## src/rtl/cpu_trap_ctrl_pkg.sv

```systemverilog
// cpu_trap_ctrl_pkg: exception/interrupt cause codes, mtvec modes and trap FSM encodings
package cpu_trap_ctrl_pkg;
    localparam logic ENABLE  = 1'b1;
    localparam logic DISABLE = 1'b0;
    localparam int ISA_EXP_NO_EXP           = 0;
    localparam int ISA_EXP_ILLEGAL          = 1;
    localparam int ISA_EXP_LOAD_MISALIGNED  = 2;
    localparam int ISA_EXP_STORE_MISALIGNED = 3;
    localparam int ISA_EXP_OVERFLOW         = 4;
    localparam logic [4:0] MCAUSE_ILLEGAL_INST     = 5'd2;
    localparam logic [4:0] MCAUSE_BREAKPOINT       = 5'd3;
    localparam logic [4:0] MCAUSE_LOAD_MISALIGNED  = 5'd4;
    localparam logic [4:0] MCAUSE_STORE_MISALIGNED = 5'd6;
    localparam logic [4:0] MCAUSE_ECALL_M          = 5'd11;
    localparam logic [4:0] MCAUSE_OVERFLOW         = 5'd24;
    localparam logic [4:0] MCAUSE_MSI              = 5'd3;
    localparam logic [4:0] MCAUSE_MTI              = 5'd7;
    localparam logic [4:0] MCAUSE_MEI              = 5'd11;
    localparam logic [4:0] MCAUSE_LOCAL_BASE       = 5'd16;
    localparam logic [1:0] MTVEC_MODE_DIRECT   = 2'd0;
    localparam logic [1:0] MTVEC_MODE_VECTORED = 2'd1;
    localparam logic [1:0] ST_IDLE   = 2'd0;
    localparam logic [1:0] ST_WAIT   = 2'd1;
    localparam logic [1:0] ST_COMMIT = 2'd2;
    typedef struct packed {
        logic       is_mret;
        logic       is_irq;
        logic [4:0] code;
    } trap_kind_t;
    function automatic logic tval_valid(input logic is_irq, input logic [4:0] code);
        return !is_irq && (code == MCAUSE_ILLEGAL_INST || code == MCAUSE_LOAD_MISALIGNED ||
                           code == MCAUSE_STORE_MISALIGNED);
    endfunction
endpackage

```

## src/rtl/cpu_trap_ctrl_irq_sync.sv

```systemverilog
// cpu_irq_sync: multi-flop synchroniser with level or sticky rising-edge pending output
module cpu_irq_sync
    import cpu_trap_ctrl_pkg::*;
#(
    parameter int   SYNC_STAGES = 2,
    parameter logic EDGE        = 1'b0
) (
    input  logic clk,
    input  logic rst_n,
    input  logic irq_raw_i,
    input  logic clear_i,
    output logic pending_o
);
    logic [SYNC_STAGES-1:0] sync_q;
    logic                   prev_q;
    logic                   pend_q;
    logic                   rise;
    assign rise      = sync_q[SYNC_STAGES-1] & ~prev_q;
    assign pending_o = EDGE ? pend_q : sync_q[SYNC_STAGES-1];
    // synchronise the raw line; a fresh edge outranks a same-cycle clear
    always_ff @(posedge clk or negedge rst_n)
        if (!rst_n) begin
            sync_q <= '0;
            prev_q <= DISABLE;
            pend_q <= DISABLE;
        end else begin
            sync_q <= {sync_q[SYNC_STAGES-2:0], irq_raw_i};
            prev_q <= sync_q[SYNC_STAGES-1];
            pend_q <= rise | (pend_q & ~clear_i);
        end
endmodule

```

## src/rtl/cpu_trap_ctrl.sv

```systemverilog
// cpu_trap_ctrl: arbitrates exceptions, interrupts and mret into registered one-cycle commit pulses
module cpu_trap_ctrl
    import cpu_trap_ctrl_pkg::*;
#(
    parameter int                       PC_WIDTH       = 32,
    parameter int                       NUM_LOCAL_IRQ  = 4,
    parameter logic [NUM_LOCAL_IRQ-1:0] LOCAL_IRQ_EDGE = '0,
    parameter int                       SYNC_STAGES    = 2,
    parameter int                       EXP_WIDTH      = 4
) (
    input  logic                        clk,
    input  logic                        rst_n,
    input  logic                        mem_valid,
    input  logic [PC_WIDTH-1:0]         mem_pc,
    input  logic [EXP_WIDTH-1:0]        mem_exp_code,
    input  logic                        mem_ecall_en,
    input  logic                        mem_ebreak_en,
    input  logic                        mem_mret_en,
    input  logic [31:0]                 mem_tval,
    input  logic                        ahb_bus_wait,
    input  logic                        ext_irq_raw,
    input  logic                        timer_irq_raw,
    input  logic                        soft_irq_raw,
    input  logic [NUM_LOCAL_IRQ-1:0]    local_irq_raw,
    input  logic                        csr_mstatus_mie,
    input  logic [16+NUM_LOCAL_IRQ-1:0] csr_mie,
    input  logic [29:0]                 csr_mtvec_base,
    input  logic [1:0]                  csr_mtvec_mode,
    input  logic [PC_WIDTH-1:0]         csr_mepc_pc,
    output logic [16+NUM_LOCAL_IRQ-1:0] irq_pending,
    output logic                        trap_commit,
    output logic                        mret_commit,
    output logic [PC_WIDTH-1:0]         mepc_set_pc,
    output logic [31:0]                 mcause_set_cause,
    output logic [31:0]                 mtval_set_tval,
    output logic                        redirect_en,
    output logic [PC_WIDTH-1:0]         ctrl_pc,
    output logic                        pipe_flush,
    output logic                        pipe_hold,
    output logic                        busy
);
    localparam int NI = 16 + NUM_LOCAL_IRQ;
    logic [1:0]               state_q, state_d;
    trap_kind_t               live, cap_q, sel;
    logic [PC_WIDTH-1:0]      cap_pc_q, sel_pc, trap_pc;
    logic [31:0]              cap_tval_q, live_tval, sel_tval;
    logic                     exc, irq, req, go_commit;
    logic [4:0]               exc_code, irq_code;
    logic [NI-1:0]            irq_act;
    logic                     ext_pend, timer_pend, soft_pend;
    logic [NUM_LOCAL_IRQ-1:0] local_pend, local_clr;
    cpu_irq_sync #(.SYNC_STAGES(SYNC_STAGES), .EDGE(1'b0)) u_ext (
        .clk(clk), .rst_n(rst_n), .irq_raw_i(ext_irq_raw), .clear_i(DISABLE), .pending_o(ext_pend));
    cpu_irq_sync #(.SYNC_STAGES(SYNC_STAGES), .EDGE(1'b0)) u_timer (
        .clk(clk), .rst_n(rst_n), .irq_raw_i(timer_irq_raw), .clear_i(DISABLE), .pending_o(timer_pend));
    cpu_irq_sync #(.SYNC_STAGES(SYNC_STAGES), .EDGE(1'b0)) u_soft (
        .clk(clk), .rst_n(rst_n), .irq_raw_i(soft_irq_raw), .clear_i(DISABLE), .pending_o(soft_pend));
    for (genvar i = 0; i < NUM_LOCAL_IRQ; i++) begin : g_local
        assign local_clr[i] = go_commit && sel.is_irq && sel.code == MCAUSE_LOCAL_BASE + 5'(i);
        cpu_irq_sync #(.SYNC_STAGES(SYNC_STAGES), .EDGE(LOCAL_IRQ_EDGE[i])) u_sync (
            .clk(clk), .rst_n(rst_n), .irq_raw_i(local_irq_raw[i]), .clear_i(local_clr[i]),
            .pending_o(local_pend[i]));
    end
    assign busy      = state_q != ST_IDLE;
    assign pipe_hold = busy;
    // place synchronised lines at their mcause bit positions
    always_comb begin
        irq_pending              = '0;
        irq_pending[MCAUSE_MSI]  = soft_pend;
        irq_pending[MCAUSE_MTI]  = timer_pend;
        irq_pending[MCAUSE_MEI]  = ext_pend;
        irq_pending[NI-1:16]     = local_pend;
    end
    // request detection and priority arbitration; WAIT/COMMIT work from the captured request
    always_comb begin
        exc       = mem_valid && (mem_exp_code != EXP_WIDTH'(ISA_EXP_NO_EXP) || mem_ecall_en || mem_ebreak_en);
        irq_act   = irq_pending & csr_mie;
        irq       = mem_valid && csr_mstatus_mie && |irq_act;
        exc_code  = mem_ecall_en ? MCAUSE_ECALL_M :
                    mem_ebreak_en ? MCAUSE_BREAKPOINT :
                    mem_exp_code == EXP_WIDTH'(ISA_EXP_LOAD_MISALIGNED) ? MCAUSE_LOAD_MISALIGNED :
                    mem_exp_code == EXP_WIDTH'(ISA_EXP_STORE_MISALIGNED) ? MCAUSE_STORE_MISALIGNED :
                    mem_exp_code == EXP_WIDTH'(ISA_EXP_OVERFLOW) ? MCAUSE_OVERFLOW : MCAUSE_ILLEGAL_INST;
        irq_code  = '0;
        for (int i = 0; i < NUM_LOCAL_IRQ; i++)
            if (irq_act[16+i]) irq_code = MCAUSE_LOCAL_BASE + 5'(i);
        if (irq_act[MCAUSE_MTI]) irq_code = MCAUSE_MTI;
        if (irq_act[MCAUSE_MSI]) irq_code = MCAUSE_MSI;
        if (irq_act[MCAUSE_MEI]) irq_code = MCAUSE_MEI;
        live.is_irq  = !exc && irq;
        live.is_mret = !exc && !irq && mem_valid && mem_mret_en;
        live.code    = exc ? exc_code : irq ? irq_code : '0;
        live_tval    = tval_valid(live.is_irq, live.code) ? mem_tval : '0;
        req          = exc || irq || live.is_mret;
        sel          = state_q == ST_IDLE ? live : cap_q;
        sel_pc       = state_q == ST_IDLE ? mem_pc : cap_pc_q;
        sel_tval     = state_q == ST_IDLE ? live_tval : cap_tval_q;
        trap_pc      = PC_WIDTH'({csr_mtvec_base, 2'b00}) +
                       ((csr_mtvec_mode == MTVEC_MODE_VECTORED && sel.is_irq) ? PC_WIDTH'({sel.code, 2'b00}) : '0);
        state_d      = state_q == ST_IDLE ? (req ? (ahb_bus_wait ? ST_WAIT : ST_COMMIT) : ST_IDLE) :
                       state_q == ST_WAIT ? (ahb_bus_wait ? ST_WAIT : ST_COMMIT) : ST_IDLE;
        go_commit    = state_d == ST_COMMIT;
    end
    // capture the winning request in IDLE so later interrupts cannot alter it
    always_ff @(posedge clk or negedge rst_n)
        if (!rst_n) begin
            cap_q      <= '0;
            cap_pc_q   <= '0;
            cap_tval_q <= '0;
        end else if (state_q == ST_IDLE && req) begin
            cap_q      <= live;
            cap_pc_q   <= mem_pc;
            cap_tval_q <= live_tval;
        end
    // FSM state and registered one-cycle commit outputs
    always_ff @(posedge clk or negedge rst_n)
        if (!rst_n) begin
            state_q          <= ST_IDLE;
            trap_commit      <= DISABLE;
            mret_commit      <= DISABLE;
            redirect_en      <= DISABLE;
            pipe_flush       <= DISABLE;
            mepc_set_pc      <= '0;
            mcause_set_cause <= '0;
            mtval_set_tval   <= '0;
            ctrl_pc          <= '0;
        end else begin
            state_q          <= state_d;
            trap_commit      <= go_commit && !sel.is_mret;
            mret_commit      <= go_commit && sel.is_mret;
            redirect_en      <= go_commit;
            pipe_flush       <= go_commit;
            mepc_set_pc      <= go_commit && !sel.is_mret ? sel_pc : '0;
            mcause_set_cause <= go_commit && !sel.is_mret ? {sel.is_irq, 26'd0, sel.code} : '0;
            mtval_set_tval   <= go_commit && !sel.is_mret ? sel_tval : '0;
            ctrl_pc          <= !go_commit ? '0 : sel.is_mret ? csr_mepc_pc : trap_pc;
        end
endmodule

```

## config.mk

```make
export PLATFORM = sky130hd
export DESIGN_NAME = cpu_trap_ctrl
export DESIGN_NICKNAME = d
export VERILOG_FILES = /design/src/rtl/cpu_trap_ctrl_pkg.sv /design/src/rtl/cpu_trap_ctrl_irq_sync.sv /design/src/rtl/cpu_trap_ctrl.sv
export SDC_FILE = /design/constraint.sdc
export NUM_CORES = 1
export LEC_CHECK = 0
export CELL_PAD_IN_SITES_DETAIL_PLACEMENT = 1
export CELL_PAD_IN_SITES_GLOBAL_PLACEMENT = 1
export CORE_MARGIN = 4
export CORE_UTILIZATION = 33
export DETAILED_ROUTE_END_ITERATION = 8
export PLACE_DENSITY = 0.77
export SLEW_MARGIN = 30
export SYNTH_ARGS = -nofsm -noshare
export SYNTH_HDL_FRONTEND = slang
export SYNTH_SLANG_ARGS = --single-unit
```

## constraint.sdc

```tcl
create_clock -name clk -period 4.1 [get_ports clk]
set_clock_uncertainty 0.15 [all_clocks]
set_input_delay 0.615 -clock clk [delete_from_list [all_inputs] [get_ports clk]]
set_output_delay 0.615 -clock clk [all_outputs]
set_load 0.005 [all_outputs]
```

==> flow_summary.ini, run 1 <==
[sta]
final_max_slew_viol_count = 0
maxSlewHeadroom = 0.4385
final.min_clock_period_ns = 3.924
final.period_utilization = 0.9571
fmax_ghz = 0.2548
tightest_slew_ns = 0.8422
hold_viol = 0
setup_viol = 0

[clocking]
cts_tree = built
worst_skew_pair.late_latency_ns = 0.43
h-tree-depth = 4
ctsHoldBuffers = 0
cts.clk_slew.worst_paths_ns = 0.08
cts_buffers = 17
clock_sinks = 192
clock_path_buffers = 2
root_buffer = clkbuf_16

[power_and_ir_drop]
cellLeakagePower_nw = 5.209
power.net_switching_w = 0.001569
p_total_w = 0.005277
p_sw_frac = 0.2973
peakVddDrop_uv = 247.6
combPwrFrac = 0.242
pwr-share-clk = 0.317
seqPwrFrac = 0.441
p_int_w = 0.003708
p_per_area_mw_per_mm2 = 442.4

[yosys]
synth_edf_count = 0
synth_flop_cell = dfrtp_1
avgSynthCellArea_sq_um = 11.49
ys_seq_area_frac = 0.5899
synth-warning-count = 0
synth_cell_type_count = 49
synthesis.area_sq_mm = 0.008145
synth-seq-cells = 192
syn_inst = 709
ys_async_sr_fraction = 1.000

[global_route]
grt_overflow_total = 0
grt_pass1_vias = 6807
grt_usage = 0.1784
grt_max_degree = 101
grt_pass1_wl_mm = 38.21
antenna_found_initial = 0

[setup_path]
crit_start = mem_exp_code[3]
start_kind = input pin
worst_r2r_path_depth = 15
worstSetupPathType = in -> reg
cp.required_ns = 4.27
r2r_setup_slack_ns = 0.40
critPathMaxFanout = 3
r2r_start = u_timer.sync_q[1]$_DFF_PN0_
r2r-end = ctrl_pc[28]$_DFF_PN0_
crit_arrival_ns = 4.10
endpoint_kind = flip-flop

[final_layout]
multi_input_area_sq_mm = 0.003019
final_cell_count_no_fill = 1334
diodes = 0
num-fill-cells = 2587
drive_above_1_share = 0.1347
area_delta_synth_final_pct = 46.47
regArea_sq_mm = 0.004805
fin_nets = 1170

[floorplan]
dieArea_sq_mm = 0.02726
core_region_area_sq_mm = 0.02432
ioPinCount = 321
rows = 57
die_h_um = 165.1
die_w_um = 165.1
initial_core_util = 0.3349

[detailed_routing]
via_per_inst = 4.828
vias = 6440
route.detailed.drc = 0
wirelength_mm = 24.41
routedWlPerCell_um = 18.30
initialDrtViolationCount = 370
ant_nets = 0
firstDrtPassIters = 4

[placed_design]
dp.cells = 1301
port_buffers = 268
gp_congestion = 0.7846
hpwlAfterDp_mm = 17.62

[worst_hold_path]
hp-class = in -> async

[run]
cap_violations = 0

[outcome]
outcome = completed
[cells by family after synthesis]
logic type	synth area share
AOI/OAI and AO/OA	0.1542
other	0.0004604
and+or+nand+nor	0.1028
buffers and inverters	0.06697
adders and majority gates	0.01014
xor gates and xnor gates	0.03011
DFF	0.5899
muxes	0.04547
[layout make-up]
class | count | share of cell area
Clock buffer | 18 | 0.03681
Clock inverter | 14 | 0.01374
Inverter | 3 | 0.0009439
Multi-Input combinational cell | 465 | 0.2531
Sequential cell | 192 | 0.4027
Tap cell | 324 | 0.03398
Timing Repair Buffer | 318 | 0.2587
[worst max-delay path: stages]
cell             delay (ns)
clkdlybuf4s50_1        0.45
o41ai_2                0.39
buf_4                  0.17
and2_1                 0.13
buf_4                  0.14
o211ai_1               0.11
a21oi_2                0.21
a21oi_2                0.07
nor2_1                 0.11
ha_2                   0.21
fa_2                   0.22
a211oi_2               0.07
o21bai_1               0.22
and2_1                 0.18
or3b_2                 0.47
xnor2_1                0.15
a22o_1                 0.18
[layout by cell type, fill, tap and decap left out, types with 32 or more instances in the layout]
master and count:
buf_4 48, dfrtp_1 192, a22oi_1 33, conb_1 39, nor2_1 46, mux2_2 32
clkdlybuf4s50_1 267, a21oi_1 43, a22o_1 58, nand2_1 92
[power groups by stage]
stage	Combinational [W]	Sequential, W	Clock [W]
after floorplan	0.000615	0.00234	0
after global placement	0.00126	0.00235	0
after detailed placement	0.00129	0.00236	0
after CTS	0.00130	0.00233	0.00173
after global routing	0.00141	0.00236	0.00181
final	0.00128	0.00233	0.00167
[sequential cells by signal, indices dropped and copies added (netlist names)]
register,cells
u_soft.sync_q,2
trap_commit,1
ctrl_pc,32
mcause_set_cause,6
state_q,2
g_local.u_sync.sync_q,8
pipe_flush,1
cap_pc_q,32
mret_commit,1
mepc_set_pc,32
cap_tval_q,32
u_timer.sync_q,2
u_ext.sync_q,2
cap_q,7
mtval_set_tval,32
[synthesized netlist by cell type (8+ instances only)]
cell      number  area [sq um]
mux2_2        32         360.4
nand2_1       92         345.3
o21ai_0        8         40.04
nand3_1        8         40.04
xor2_1        13         113.9
a22oi_1       33         247.7
xnor2_1       15         131.4
nor2_1        48         180.2
dfrtp_1      192          4805
clkbuf_1      27         101.4
buf_4         48         360.4
a21oi_1       45         225.2
a22o_1        58         508.0
[per-stage QoR]
stage / hold WS (ns) / util / setup slack, ns / area, sq um / setup TNS, ns
2_1_floorplan: 0.1694 / - / 0.1613 / 8288 / 0
3_3_place_gp: 0.1826 / 0.4637 / -0.2750 / 11280 / -2.589
3_5_place_dp: 0.1863 / 0.4637 / -0.3392 / 11280 / -4.057
4_1_cts: 0.1227 / 0.4885 / 0.1126 / 11880 / 0
5_1_grt: 0.1348 / 0.4906 / -0.04349 / 11930 / -0.08070
6_report: 0.08193 / 0.4906 / 0.1759 / 11930 / 0
[layer usage]
metal  wire (um)  track usage  part of all wire  vias up
met3        1707      0.05138             0.070       15
met5           0            0                 0        -
met1       10580       0.2364              0.43     3236
met2       11880       0.2934              0.49      204
li1            -            -                 -     2985
met4         240      0.03629            0.0098        0
[worst max-delay path by stage]
stage,end
floorplan,ctrl_pc[28]$_DFF_PN0_
finish,ctrl_pc[28]$_DFF_PN0_
CTS,ctrl_pc[28]$_DFF_PN0_
detailed placement,ctrl_pc[28]$_DFF_PN0_
global route,ctrl_pc[28]$_DFF_PN0_
global placement,ctrl_pc[28]$_DFF_PN0_
[repair_timing]
item | CTS | global route
gates resized for setup | 0 | 11
setup endpoints to repair | 0 | 20
setup buffers | 0 | 1
No activity file was read; power rests on OpenSTA's default activity.
==> run 2, diff against run 1 <==
--- a/config.mk
+++ b/config.mk
@@ -10,6 +10,7 @@
 export CORE_MARGIN = 4
 export CORE_UTILIZATION = 33
 export DETAILED_ROUTE_END_ITERATION = 8
+export GPL_TIMING_DRIVEN = 0
 export PLACE_DENSITY = 0.77
 export SLEW_MARGIN = 30
 export SYNTH_ARGS = -nofsm -noshare
==> run 2 against run 1 <==
Combinational power increased by 3%. Flip-flop and latch count did not move. Worst hold slack gained 0.12 ns. Cell area is 2.4% higher. Critical endpoint unchanged. Non-clock buffer count increased by 49. Via count increased by 3.6%. Setup slack lost 0.060 ns. Count of clock-buffer cells in the layout fell by 1. Register-to-register slack got worse by 0.14 ns. Largest power group unchanged. Sequential share of layout area fell by 0.94 points. Die area is the same.
==> flow_summary.ini, run 2 (same netlist as run 1, synthesis figures left out) <==
[setup_path]
start_kind = input pin
crit_slowest_cell = clkdlybuf4s50_1
critPathMaxFanout = 6
worstSetupPathType = in -> reg
endpoint_kind = flip-flop
path_cells = clkdlybuf4s50_1 -> o41ai_4 -> and2_4 -> nand2_2 -> o21ai_2 -> nand3b_1 -> buf_4 -> nor2_1 -> ha_2 -> o21ai_0 -> o21bai_2 -> and2_4 -> or3b_2 -> xnor2_1 -> a22o_1
cp.required_ns = 4.27
path_buf_inv = 2
r2r_setup_slack_ns = 0.26
cp_top_family = simple AND/OR/NAND/NOR gates
crit_arrival_ns = 4.15
cpPeakStageDelay_ns = 0.51
path_common_cell = and2_4

[detailed_routing]
vias = 6670
via_per_inst = 4.816
routedWlPerCell_um = 18.80
initialDrtViolationCount = 306
firstDrtPassIters = 4
wirelength_mm = 26.04
ant_nets = 0
route.detailed.drc = 0

[clocking]
cts_tree = built
clock_path_buffers = 2
clock_sinks = 192
root_buffer = clkbuf_16
cts_buffers = 17
h-tree-depth = 4
cts.clk_slew.worst_paths_ns = 0.08
worst_skew_pair.late_latency_ns = 0.43

[run]
cap_violations = 0

[placed_design]
placed_area_sq_mm = 0.01144
hpwlAfterDp_mm = 19.46
port_buffers = 268
gp_congestion = 0.7569
pre_cts_ws_ns = -1.259

[sta]
final_max_slew_viol_count = 0
tightest_slew_ns = 0.7548
rsz0062_at_grt = true
tns_ns = 0
setup_viol = 0
hold_viol = 0
setup_ws_ns = 0.1162
maxSlewHeadroom = 0.4968
fmax_ghz = 0.2510
final.period_utilization = 0.9717
final.min_clock_period_ns = 3.984

[final_layout]
mostFrequentLayoutCells = clkdlybuf4s50_1, dfrtp_1, nand2_1
final_common_cell = clkdlybuf4s50_1
area_delta_synth_final_pct = 49.98
drive_above_1_share = 0.1445
fin_nets = 1219
design_area_sq_mm = 0.01222
num-fill-cells = 2632

[power_and_ir_drop]
peakVddDrop_uv = 221.9
cellLeakagePower_nw = 5.392
p_per_area_mw_per_mm2 = 444.8

[worst_hold_path]
hp-class = reg -> reg

[global_route]
grt_usage = 0.1928
antenna_found_initial = 2
grt_overflow_total = 0
grt_pass1_wl_mm = 40.83
grt_max_degree = 70
grt_pass1_vias = 7254

[floorplan]
rows = 57
die_h_um = 165.1
initial_core_util = 0.3349
ioPinCount = 321
die_w_um = 165.1
core_region_area_sq_mm = 0.02432
dieArea_sq_mm = 0.02726

[outcome]
outcome = completed
[run 2: changes by cell type in the layout (fill, tap and decap cells not counted), sizes merged, moves of 2 or more]
| cell | before | now |
|---|---|---|
| bufinv | 0 | 2 |
| diode | 0 | 2 |
| buf | 50 | 73 |
| inv | 9 | 12 |
| clkbuf | 19 | 43 |
| clkinv | 7 | 4 |
[run 2: layer usage]
| metal | share of wire | track usage |
|---|---|---|
| met5 | 0 | 0 |
| met4 | 0.012 | 0.05255 |
| met3 | 0.071 | 0.05262 |
| met2 | 0.49 | 0.3181 |
| met1 | 0.43 | 0.2508 |
[run 2: layout make-up]
type,instances,area (sq um),share of cell area
clock inverters,15,206.4,0.01690
multi-input cells,465,3002,0.2457
flip-flops and latches,192,4805,0.3933
well taps,324,405.4,0.03318
diodes,2,5.005,0.0004097
repair buffers,280,2819,0.2307
inverters,3,11.26,0.0009218
plain buffers,87,538.0,0.04404
clock buffers,17,425.4,0.03482
[run 2: timing repair]
action                     in CTS  in global routing
setup buffers                   4                  5
resized for setup              13                 12
pin swaps                       4                  4
hold buffers                    1                  0
hold endpoints to repair        6                  0
setup endpoints to repair      25                 22
[run 2: final timing paths]
path                                                             from                                     to  cells after the start
max in group asynchronous                                       rst_n           mtval_set_tval[27]$_DFF_PN0_                      3
worst min-delay path            g_local[1].u_sync.sync_q[0]$_DFF_PN0_  g_local[1].u_sync.sync_q[1]$_DFF_PN0_                      0
worst min register to register  g_local[1].u_sync.sync_q[0]$_DFF_PN0_  g_local[1].u_sync.sync_q[1]$_DFF_PN0_                      0
worst max register to register                   state_q[1]$_DFF_PN0_                  ctrl_pc[28]$_DFF_PN0_                     14
min in group asynchronous                                       rst_n                  ctrl_pc[21]$_DFF_PN0_                      2
worst max-delay path                                  mem_exp_code[1]                  ctrl_pc[28]$_DFF_PN0_                     15
[run 2: metrics by stage]
step	instances	power, W	utilization	hold WS [ns]
after floorplan	747	0.002958	-	0.1694
after global placement	1339	0.003632	0.4678	0.1843
after detailed placement	1341	0.003682	0.4702	0.1903
after CTS	1378	0.005509	0.4996	0.2035
after global routing	1385	0.005738	0.5023	0.2018
final	1385	0.005434	0.5023	0.2057
[run 2: power breakdown]
group / leakage [nW] / switching [W] / internal [W]
logic: 2.58 / 0.000629 / 0.000692
clock network: 0.310 / 0.000838 / 0.000947
registers: 2.50 / 0.000138 / 0.00219
